## src/rtl/full_adder_1b_pkg.sv

```systemverilog
`default_nettype none
// +----------------------------------------------------------------------+
// | Module   : full_adder_1b_pkg                                         |
// | Brief    : Shared types and helpers for the 1-bit full adder and its |
// |            bit-serial wrapper.                                       |
// | Revision : 1.0  initial release                                      |
// +----------------------------------------------------------------------+
package full_adder_1b_pkg;

  // Serial controller states; one bit is enough for two states
  typedef enum logic [0:0] {
    ST_IDLE = 1'b0,
    ST_RUN  = 1'b1
  } state_t;

  // Counter width able to hold the values 0..w inclusive
  function automatic int cnt_width(input int w);
    return (w < 1) ? 1 : $clog2(w + 1);
  endfunction

  // Majority of three inputs: the carry of a full adder
  function automatic logic maj(input logic x, input logic y, input logic z);
    return (x & y) | (x & z) | (y & z);
  endfunction

endpackage : full_adder_1b_pkg
`default_nettype wire

```

## src/rtl/full_adder_1b_cell.sv

```systemverilog
`default_nettype none
// +----------------------------------------------------------------------+
// | Module   : full_adder_1b_cell                                        |
// | Brief    : Pure combinational 1-bit full adder leaf cell.            |
// | Revision : 1.0  initial release                                      |
// +----------------------------------------------------------------------+
module full_adder_1b_cell
  import full_adder_1b_pkg::*;
(
  input  logic i_a,
  input  logic i_b,
  input  logic i_cin,
  output logic o_s,
  output logic o_cout
);

  // Sum is odd parity of the three inputs, carry is their majority
  always_comb begin
    o_s    = i_a ^ i_b ^ i_cin;
    o_cout = maj(i_a, i_b, i_cin);
  end

endmodule : full_adder_1b_cell
`default_nettype wire

```

## src/rtl/full_adder_1b.sv

```systemverilog
`default_nettype none
// +----------------------------------------------------------------------+
// | Module   : full_adder_1b                                             |
// | Brief    : 1-bit full adder with a combinational path plus a         |
// |            bit-serial W-bit adder (LSB first) built on the same cell.|
// | Revision : 1.0  initial release                                      |
// +----------------------------------------------------------------------+
module full_adder_1b
  import full_adder_1b_pkg::*;
#(
  parameter int W = 8
)(
  input  logic         clk,
  input  logic         rst,      // asynchronous, active low
  input  logic         a,
  input  logic         b,
  input  logic         cin,
  output logic         s,
  output logic         cout,
  input  logic         start,
  input  logic         en,
  output logic         busy,
  output logic         done,
  output logic [W-1:0] sum_q,
  output logic         carry_q
);

  localparam int c_cnt_w = cnt_width(W);

  state_t               r_state;
  logic [c_cnt_w-1:0]   r_cnt;
  logic [W-1:0]         r_sum;
  logic                 r_carry;
  logic                 r_done;

  logic                 w_carry_in;
  logic                 w_ser_s;
  logic                 w_ser_c;
  logic                 w_last_bit;

  // Combinational adder on the raw inputs
  full_adder_1b_cell u_comb_cell (
    .i_a    (a),
    .i_b    (b),
    .i_cin  (cin),
    .o_s    (s),
    .o_cout (cout)
  );

  // A start seeds the chain from cin; otherwise the stored carry ripples in
  always_comb begin
    w_carry_in = start ? cin : r_carry;
    w_last_bit = (r_cnt == c_cnt_w'(W - 1));
  end

  // Serial datapath cell on the same operand bits
  full_adder_1b_cell u_ser_cell (
    .i_a    (a),
    .i_b    (b),
    .i_cin  (w_carry_in),
    .o_s    (w_ser_s),
    .o_cout (w_ser_c)
  );

  // Serial controller: accepts bit 0 on start, then one bit per enabled edge
  always_ff @(posedge clk or negedge rst) begin
    if (!rst) begin
      r_state <= ST_IDLE;
      r_cnt   <= '0;
      r_sum   <= '0;
      r_carry <= 1'b0;
      r_done  <= 1'b0;
    end else begin
      r_done <= 1'b0;
      if (en) begin
        if (start) begin
          // New addition (also aborts one in progress): only bit 0 survives
          r_sum    <= '0;
          r_sum[0] <= w_ser_s;
          r_carry  <= w_ser_c;
          r_cnt    <= c_cnt_w'(1);
          if (W == 1) begin
            r_state <= ST_IDLE;
            r_done  <= 1'b1;
          end else begin
            r_state <= ST_RUN;
          end
        end else if (r_state == ST_RUN) begin
          for (int i = 0; i < W; i++) begin
            if (r_cnt == c_cnt_w'(i)) begin
              r_sum[i] <= w_ser_s;
            end
          end
          r_carry <= w_ser_c;
          r_cnt   <= r_cnt + c_cnt_w'(1);
          if (w_last_bit) begin
            r_state <= ST_IDLE;
            r_done  <= 1'b1;
          end
        end
      end
    end
  end

  // Registered status and results straight to the ports
  always_comb begin
    busy    = (r_state == ST_RUN);
    done    = r_done;
    sum_q   = r_sum;
    carry_q = r_carry;
  end

endmodule : full_adder_1b
`default_nettype wire

```

## config.mk

```make
export PLATFORM = sky130hd
export DESIGN_NAME = full_adder_1b
export DESIGN_NICKNAME = d
export VERILOG_FILES = /design/src/rtl/full_adder_1b_pkg.sv /design/src/rtl/full_adder_1b_cell.sv /design/src/rtl/full_adder_1b.sv
export SDC_FILE = /design/constraint.sdc
export NUM_CORES = 1
export LEC_CHECK = 0
export CAP_MARGIN = 20
export CORE_MARGIN = 5
export CORE_UTILIZATION = 45
export CTS_BUF_LIST = sky130_fd_sc_hd__clkbuf_16
export DETAILED_ROUTE_END_ITERATION = 8
export PLACE_DENSITY = 0.79
export SLEW_MARGIN = 20
export SYNTH_ARGS = -nofsm -noshare
export SYNTH_HDL_FRONTEND = slang
export SYNTH_SLANG_ARGS = --single-unit
```

## constraint.sdc

```tcl
create_clock -name clk -period 2.2 [get_ports clk]
set_clock_uncertainty 0.05 [all_clocks]
set_input_delay 0.44 -clock clk [delete_from_list [all_inputs] [get_ports clk]]
set_output_delay 0.44 -clock clk [all_outputs]
set_load 0.01 [all_outputs]
```

==> results.py, run 1 <==
metrics = {
    "outcome": {
        "status": "finished clean",
    },
    "synthesis": {
        "synth.area.mux_share_pct": 4.90,
        "ys.flop_type": "dfrtp_1",
        "yosys-top-cells-area": "dfrtp_1 (42%), ha_1 (5.6%), fa_1 (4.5%)",
        "synth_cell_types": 36,
        "synth_fa_ha_area_share_pct": 10.1,
        "synth_seq_cells": 15,
        "synth_top_family_by_area": "compound AO/OA/AOI/OAI gates",
        "synth_compound_area_share_pct": 20.0,
        "syn-mean-instance-area_um2": 10.8,
        "yosysTopAreaCellShare_pct": 42.0,
        "syn_inst": 83,
        "synth_enable_flop_cells": 0,
        "synth_top_area_cell": "dfrtp_1",
        "synth_simple_gate_area_share_pct": 17.9,
        "synth_area_um2": 893,
        "synth_xor_xnor_area_share_pct": 0,
        "ys_warn_count": 0,
        "seq_area_frac_synth_pct": 42.0,
        "async_flop_share_pct": 100,
        "syn_nets": 96,
    },
    "floorplanning": {
        "core.rowCount": 16,
        "start_util_pct": 46.5,
        "core_mm2": 0.00192,
        "ios": 20,
        "die_y_um": 54.6,
        "die_w_um": 54.6,
        "die_area_mm2": 0.00298,
    },
    "place": {
        "gp_congestion": 0.800,
        "hpwl_um": 1590,
        "dp_cells": 130,
        "io_buffers": 19,
        "postPlaceCellArea_mm2": 0.00114,
        "pre_cts_ws_ps": -326,
    },
    "worst_setup_path": {
        "cp.arrival_ps": 1660,
        "crit_type": "in2out",
        "cp.required_ps": 1710,
        "critPathLaunchType": "primary input",
        "crit_path_max_fanout": 2,
        "critical_path.cell_chain": "clkdlybuf4s50_1 > fa_1 > dlygate4sd2_1",
        "cp-startpoint": "b",
        "max_stage_delay_ps": 510,
        "endpoint_kind": "output pin",
        "worst-path-buf-inv": 2,
        "path_delay_family": "buffers and inverters",
        "worstReg2RegStart": "carry_q",
        "crit_slowest_cell": "fa_1",
    },
    "clock_tree": {
        "clock-sinks": 15,
        "cts-htree-levels": 1,
        "cts_tree": "done",
        "cts.clk_slew.worst_paths_ps": 50,
        "clock_tree.root_cell": "clkbuf_16",
        "insertion_delay_ps": 240,
        "numCtsBuffers": 3,
        "post-cts-setup-buffers": 0,
        "clockBufferDepth": 2,
    },
    "power_and_ir_drop": {
        "peakVddDrop_mv": 0.875,
        "power_mw": 1.09,
        "power_leakage_nw": 0.549,
        "power.density_mw_per_mm2": 867,
    },
    "detailed_routing": {
        "drc": 0,
        "wire_per_inst_um": 16.8,
        "vias_per_cell": 5.78,
        "drt_pre_antenna_iters": 4,
        "drt_iter0_drc": 17,
        "ant_nets": 0,
        "num_vias": 775,
        "drt-total-wl_um": 2250,
    },
    "cells_and_area": {
        "ff_latch_area_um2": 375,
        "layout-drive-gt1-share_pct": 19.6,
        "insertedDiodeCount": 0,
        "final_util_pct": 65.4,
        "num-fill-cells": 153,
        "finish.net_count": 121,
        "instances_no_fill": 134,
        "area_growth_pct": 40.8,
        "final_area_mm2": 0.00126,
        "multiInputGateArea_um2": 517,
    },
    "global_routing": {
        "grt_first_pass_wirelength_um": 3640,
        "grtUsageTotal_pct": 17.4,
        "antenna_found_initial": 0,
        "grt_max_degree": 17,
        "grt_overflow_total": 0,
        "grt_pass1_vias": 776,
    },
    "flow_run": {
        "drv_cap": 0,
    },
    "timing": {
        "post-route-period-util_pct": 97.5,
        "worst_pin_slew_ps": 682,
        "fin_hold_ws_ps": 455,
        "setup_ws_ps": 54.2,
        "fmax_ghz": 0.466,
        "hold_viol": 0,
        "setup_violations": 0,
        "rsz0062_at_grt": "no",
        "totalNegativeSetupSlack_ps": 0,
        "period_minus_slack_ps": 2150,
        "slew_viol_final": 0,
        "relSlewSlack_pct": 54.4,
    },
    "worst_hold_path": {
        "worstHoldPathType": "reg2reg",
        "hold_start": "sum_q[0]",
    },
}
cell usage in the layout, fill, tap and decap left out, types with 3 or more instances in the layout:
master	synthesis	routed
clkdlybuf4s50_1	0	15
o311ai_0	3	3
nor2_1	3	3
clkbuf_16	0	3
ha_1	4	4
o21ai_0	3	3
buf_4	0	7
inv_1	3	4
dfrtp_1	15	15
dlygate4sd2_1	0	3
nand2_1	9	9
registers in the layout (all words and copies together), names as in the netlist:
| signal | count |
|---|---|
| busy | 1 |
| carry_q | 1 |
| done | 1 |
| r_cnt | 4 |
| sum_q | 8 |
cells by family (layout without fill, tap and decap cells):
group,count (synthesis),in the layout
adders and majority gates,6,6
DFF,15,15
AOI/OAI and AO/OA,23,23
and+or+nand+nor,26,26
muxes,4,4
buffers and inverters,9,33
what timing repair did:
item,CTS,global route
endpoints found under the setup margin,6,4
pin swaps,2,1
hold buffers,0,0
resized for setup,4,6
report_power, final:
part	switching [mW]	total, mW	internal (mW)
combinational	0.163	0.355	0.193
clock	0.110	0.351	0.241
sequential	0.0538	0.385	0.331
layout make-up:
| type | instances | area share (%) |
|---|---|---|
| multi-input cells | 59 | 41.1 |
| flip-flops and latches | 15 | 29.9 |
| repair buffers | 26 | 19.2 |
| clock buffers | 3 | 5.97 |
| well taps | 27 | 2.69 |
| inverters | 3 | 0.896 |
| clock inverters | 1 | 0.299 |
metal layers:
| layer | up-vias | GRT usage [%] | part of all wire [%] |
|---|---|---|---|
| li1 | 362 | - | - |
| met2 | 38 | 28.1 | 51 |
| met5 | - | 0 | 0 |
| met3 | 2 | 6.81 | 8.8 |
| met4 | 0 | 4.15 | 0.93 |
| met1 | 373 | 21.6 | 39 |
cells in the mapped netlist (all sizes together), types with 2 or more instances:
library cell and n:
nand2b 3, inv 3, mux2 3, nand2 9, o41ai 3, fa 2, a221o 2, clkbuf 2
dfrtp 15, and4bb 2, buf 4, ha 4, a21oi 2, nor2 3, o21ai 3, o31ai 2
o311ai 3, nor3b 2
final timing paths:
| kind | depth (start not counted) | slack, ps | to |
|---|---|---|---|
| setup / recovery | 3 | 50 | s |
| hold / removal | 1 | 460 | sum_q[0] |
| setup reg to reg | 4 | 330 | sum_q[4] |
| hold reg to reg | 1 | 460 | sum_q[0] |
| max in group asynchronous | 1 | 1110 | carry_q |
| min in group asynchronous | 1 | 560 | sum_q[5] |
worst register-to-register path, delay by kind of cell, from the launching register on:
kind | cells | cell delay, ps
simple gates | 1 | 100
flops | 1 | 390
mux | 1 | 280
fa+ha+maj | 1 | 590
compound gates | 1 | 340
(Power assumes the default switching activity.)
==> inputs of run 2 (changes only) <==
--- a/config.mk
+++ b/config.mk
@@ -10,6 +10,7 @@
 export CORE_UTILIZATION = 45
 export CTS_BUF_LIST = sky130_fd_sc_hd__clkbuf_16
 export DETAILED_ROUTE_END_ITERATION = 8
+export MAX_ROUTING_LAYER = met4
 export PLACE_DENSITY = 0.79
 export SLEW_MARGIN = 20
 export SYNTH_ARGS = -nofsm -noshare
==> run 2 against run 1 <==
Effect of this change:
- clock-buffer cell count is the same
- non-clock buffer count stayed put
- maximum frequency did not move
- setup slack stayed put
- core utilization unchanged
- worst hold slack better by 0.73 ps
- critical path depth unchanged
- critical path type unchanged
- critical endpoint unchanged
- highest routed layer unchanged
==> results.py, run 2 (synthesis results as in run 1) <==
metrics = {
    "clock_tree": {
        "cts.clk_slew.worst_paths_ps": 50,
        "numCtsBuffers": 3,
        "clockBufferDepth": 2,
        "cts_tree": "done",
        "clock-sinks": 15,
        "ctsHoldBuffers": 0,
        "cts-htree-levels": 1,
        "clock_tree.root_cell": "clkbuf_16",
        "post-cts-setup-buffers": 0,
        "insertion_delay_ps": 240,
    },
    "detailed_routing": {
        "wire_per_inst_um": 16.7,
        "drt_pre_antenna_iters": 4,
        "ant_nets": 0,
        "num_vias": 778,
        "drc": 0,
        "wl_met3_um": 132,
        "wl_met2_um": 1140,
        "routed.top_layer": "met4",
        "vias_per_cell": 5.81,
        "wl_met1_um": 937,
        "drt-total-wl_um": 2240,
        "drt_iter0_drc": 13,
    },
    "worst_setup_path": {
        "cp.arrival_ps": 1660,
        "max_stage_delay_ps": 510,
        "crit_slowest_cell": "fa_1",
        "crit_path_max_fanout": 2,
        "endpoint_kind": "output pin",
        "cp.required_ps": 1710,
        "critPathLaunchType": "primary input",
        "crit_type": "in2out",
        "critical_path.cell_chain": "clkdlybuf4s50_1 > fa_1 > dlygate4sd2_1",
    },
    "power_and_ir_drop": {
        "power_switching_uw": 327,
        "comb_power_share_pct": 32.6,
        "pwr-share-clk_pct": 32.1,
        "seqPwrFrac_pct": 35.3,
        "power.density_mw_per_mm2": 868,
        "peakVddDrop_mv": 0.875,
        "power_leakage_nw": 0.549,
        "swShare_pct": 30.0,
        "intPower_uw": 764,
    },
    "cells_and_area": {
        "final_cell_mix": "dfrtp_1 (15), clkdlybuf4s50_1 (15), nand2_1 (9)",
        "insertedDiodeCount": 0,
        "num-fill-cells": 153,
        "layout-drive-gt1-share_pct": 19.6,
        "area_growth_pct": 40.8,
        "instances_no_fill": 134,
        "largest_reg_flops": 8,
        "finish.net_count": 121,
        "multiInputGateArea_um2": 517,
        "ff_latch_area_um2": 375,
    },
    "floorplanning": {
        "start_util_pct": 46.5,
        "die_y_um": 54.6,
        "die_area_mm2": 0.00298,
        "ios": 20,
        "core.rowCount": 16,
        "core_mm2": 0.00192,
        "die_w_um": 54.6,
    },
    "global_routing": {
        "grt_max_degree": 17,
        "grt_first_pass_wirelength_um": 3630,
        "grt_pass1_vias": 777,
        "grtUsageTotal_pct": 17.9,
        "grt_overflow_total": 0,
        "antenna_found_initial": 0,
    },
    "timing": {
        "worst_pin_slew_ps": 684,
        "rsz0062_at_grt": "no",
        "slew_viol_final": 0,
        "totalNegativeSetupSlack_ps": 0,
        "fmax_ghz": 0.466,
        "hold_viol": 0,
        "setup_violations": 0,
        "relSlewSlack_pct": 54.2,
        "setup_ws_ps": 54.2,
        "post-route-period-util_pct": 97.5,
        "period_minus_slack_ps": 2150,
    },
    "place": {
        "pre_cts_ws_ps": -326,
        "hpwl_um": 1590,
        "dp_cells": 130,
        "gp_congestion": 0.812,
        "io_buffers": 19,
    },
    "worst_hold_path": {
        "worstHoldPathType": "reg2reg",
    },
    "outcome": {
        "status": "finished clean",
    },
    "flow_run": {
        "drv_cap": 0,
    },
}
-- run 2: cell counts in the layout (fill, tap and decap cells not counted) --
No cell type changed its count.
-- run 2: power groups by stage --
stage                     Combinational, mW  Sequential [mW]  Clock, mW
final                                 0.355            0.385      0.351
after global routing                  0.383            0.392      0.373
after CTS                             0.342            0.383      0.356
after detailed placement              0.340            0.387          0
after global placement                0.331            0.383          0
after floorplan                       0.176            0.391          0
-- run 2: critical path, delay by kind of cell --
| kind | cells | cell delay [ps] |
|---|---|---|
| adders and majority gates | 1 | 510 |
| buffers and inverters | 2 | 710 |
-- run 2: cell type report --
type,instances,area share [%]
Timing Repair Buffer,26,19.2
Inverter,3,0.896
Multi-Input combinational cell,59,41.1
Sequential cell,15,29.9
Clock buffer,3,5.97
Clock inverter,1,0.299
Tap cell,27,2.69
-- run 2: per-stage QoR --
step,instance area (um^2),hold slack (ps),total power [mW],util [%]
after floorplan,913,94.4,0.567,-
after global placement,1140,443,0.714,59.3
after detailed placement,1140,450,0.727,59.3
after CTS,1220,461,1.08,63.5
after global routing,1260,470,1.15,65.4
final,1260,456,1.09,65.4
-- run 2: routing by layer --
metal  global-route usage, %  up-vias
met5                       -        -
met4                    4.15        0
met3                    6.54        4
met2                    28.5       28
met1                    21.5      382
li1                        -      364
-- run 2: final timing paths --
check / slack [ps] / endpoint / cells after the start / startpoint
max in group asynchronous: 1100 / carry_q / 1 / rst
worst min-delay path: 460 / sum_q[0] / 1 / sum_q[0]
worst max-delay path: 50 / s / 3 / b
min in group asynchronous: 560 / sum_q[5] / 1 / rst
worst min register to register: 460 / sum_q[0] / 1 / sum_q[0]
worst max register to register: 340 / sum_q[4] / 4 / carry_q
-- run 2: what timing repair did --
item                                    CTS  global route
pin swaps                                 2             1
gates cloned                              0             0
gates resized for setup                   4             6
endpoints found under the setup margin    6             4
==> inputs of run 3 (changes only) <==
--- a/config.mk
+++ b/config.mk
@@ -12,6 +12,7 @@
 export DETAILED_ROUTE_END_ITERATION = 8
 export MAX_ROUTING_LAYER = met4
 export PLACE_DENSITY = 0.79
+export SKIP_LAST_GASP = 1
 export SLEW_MARGIN = 20
 export SYNTH_ARGS = -nofsm -noshare
 export SYNTH_HDL_FRONTEND = slang
==> results of run 3 <==
No change in the layout: final DEF, timing and power equal those of run 2.
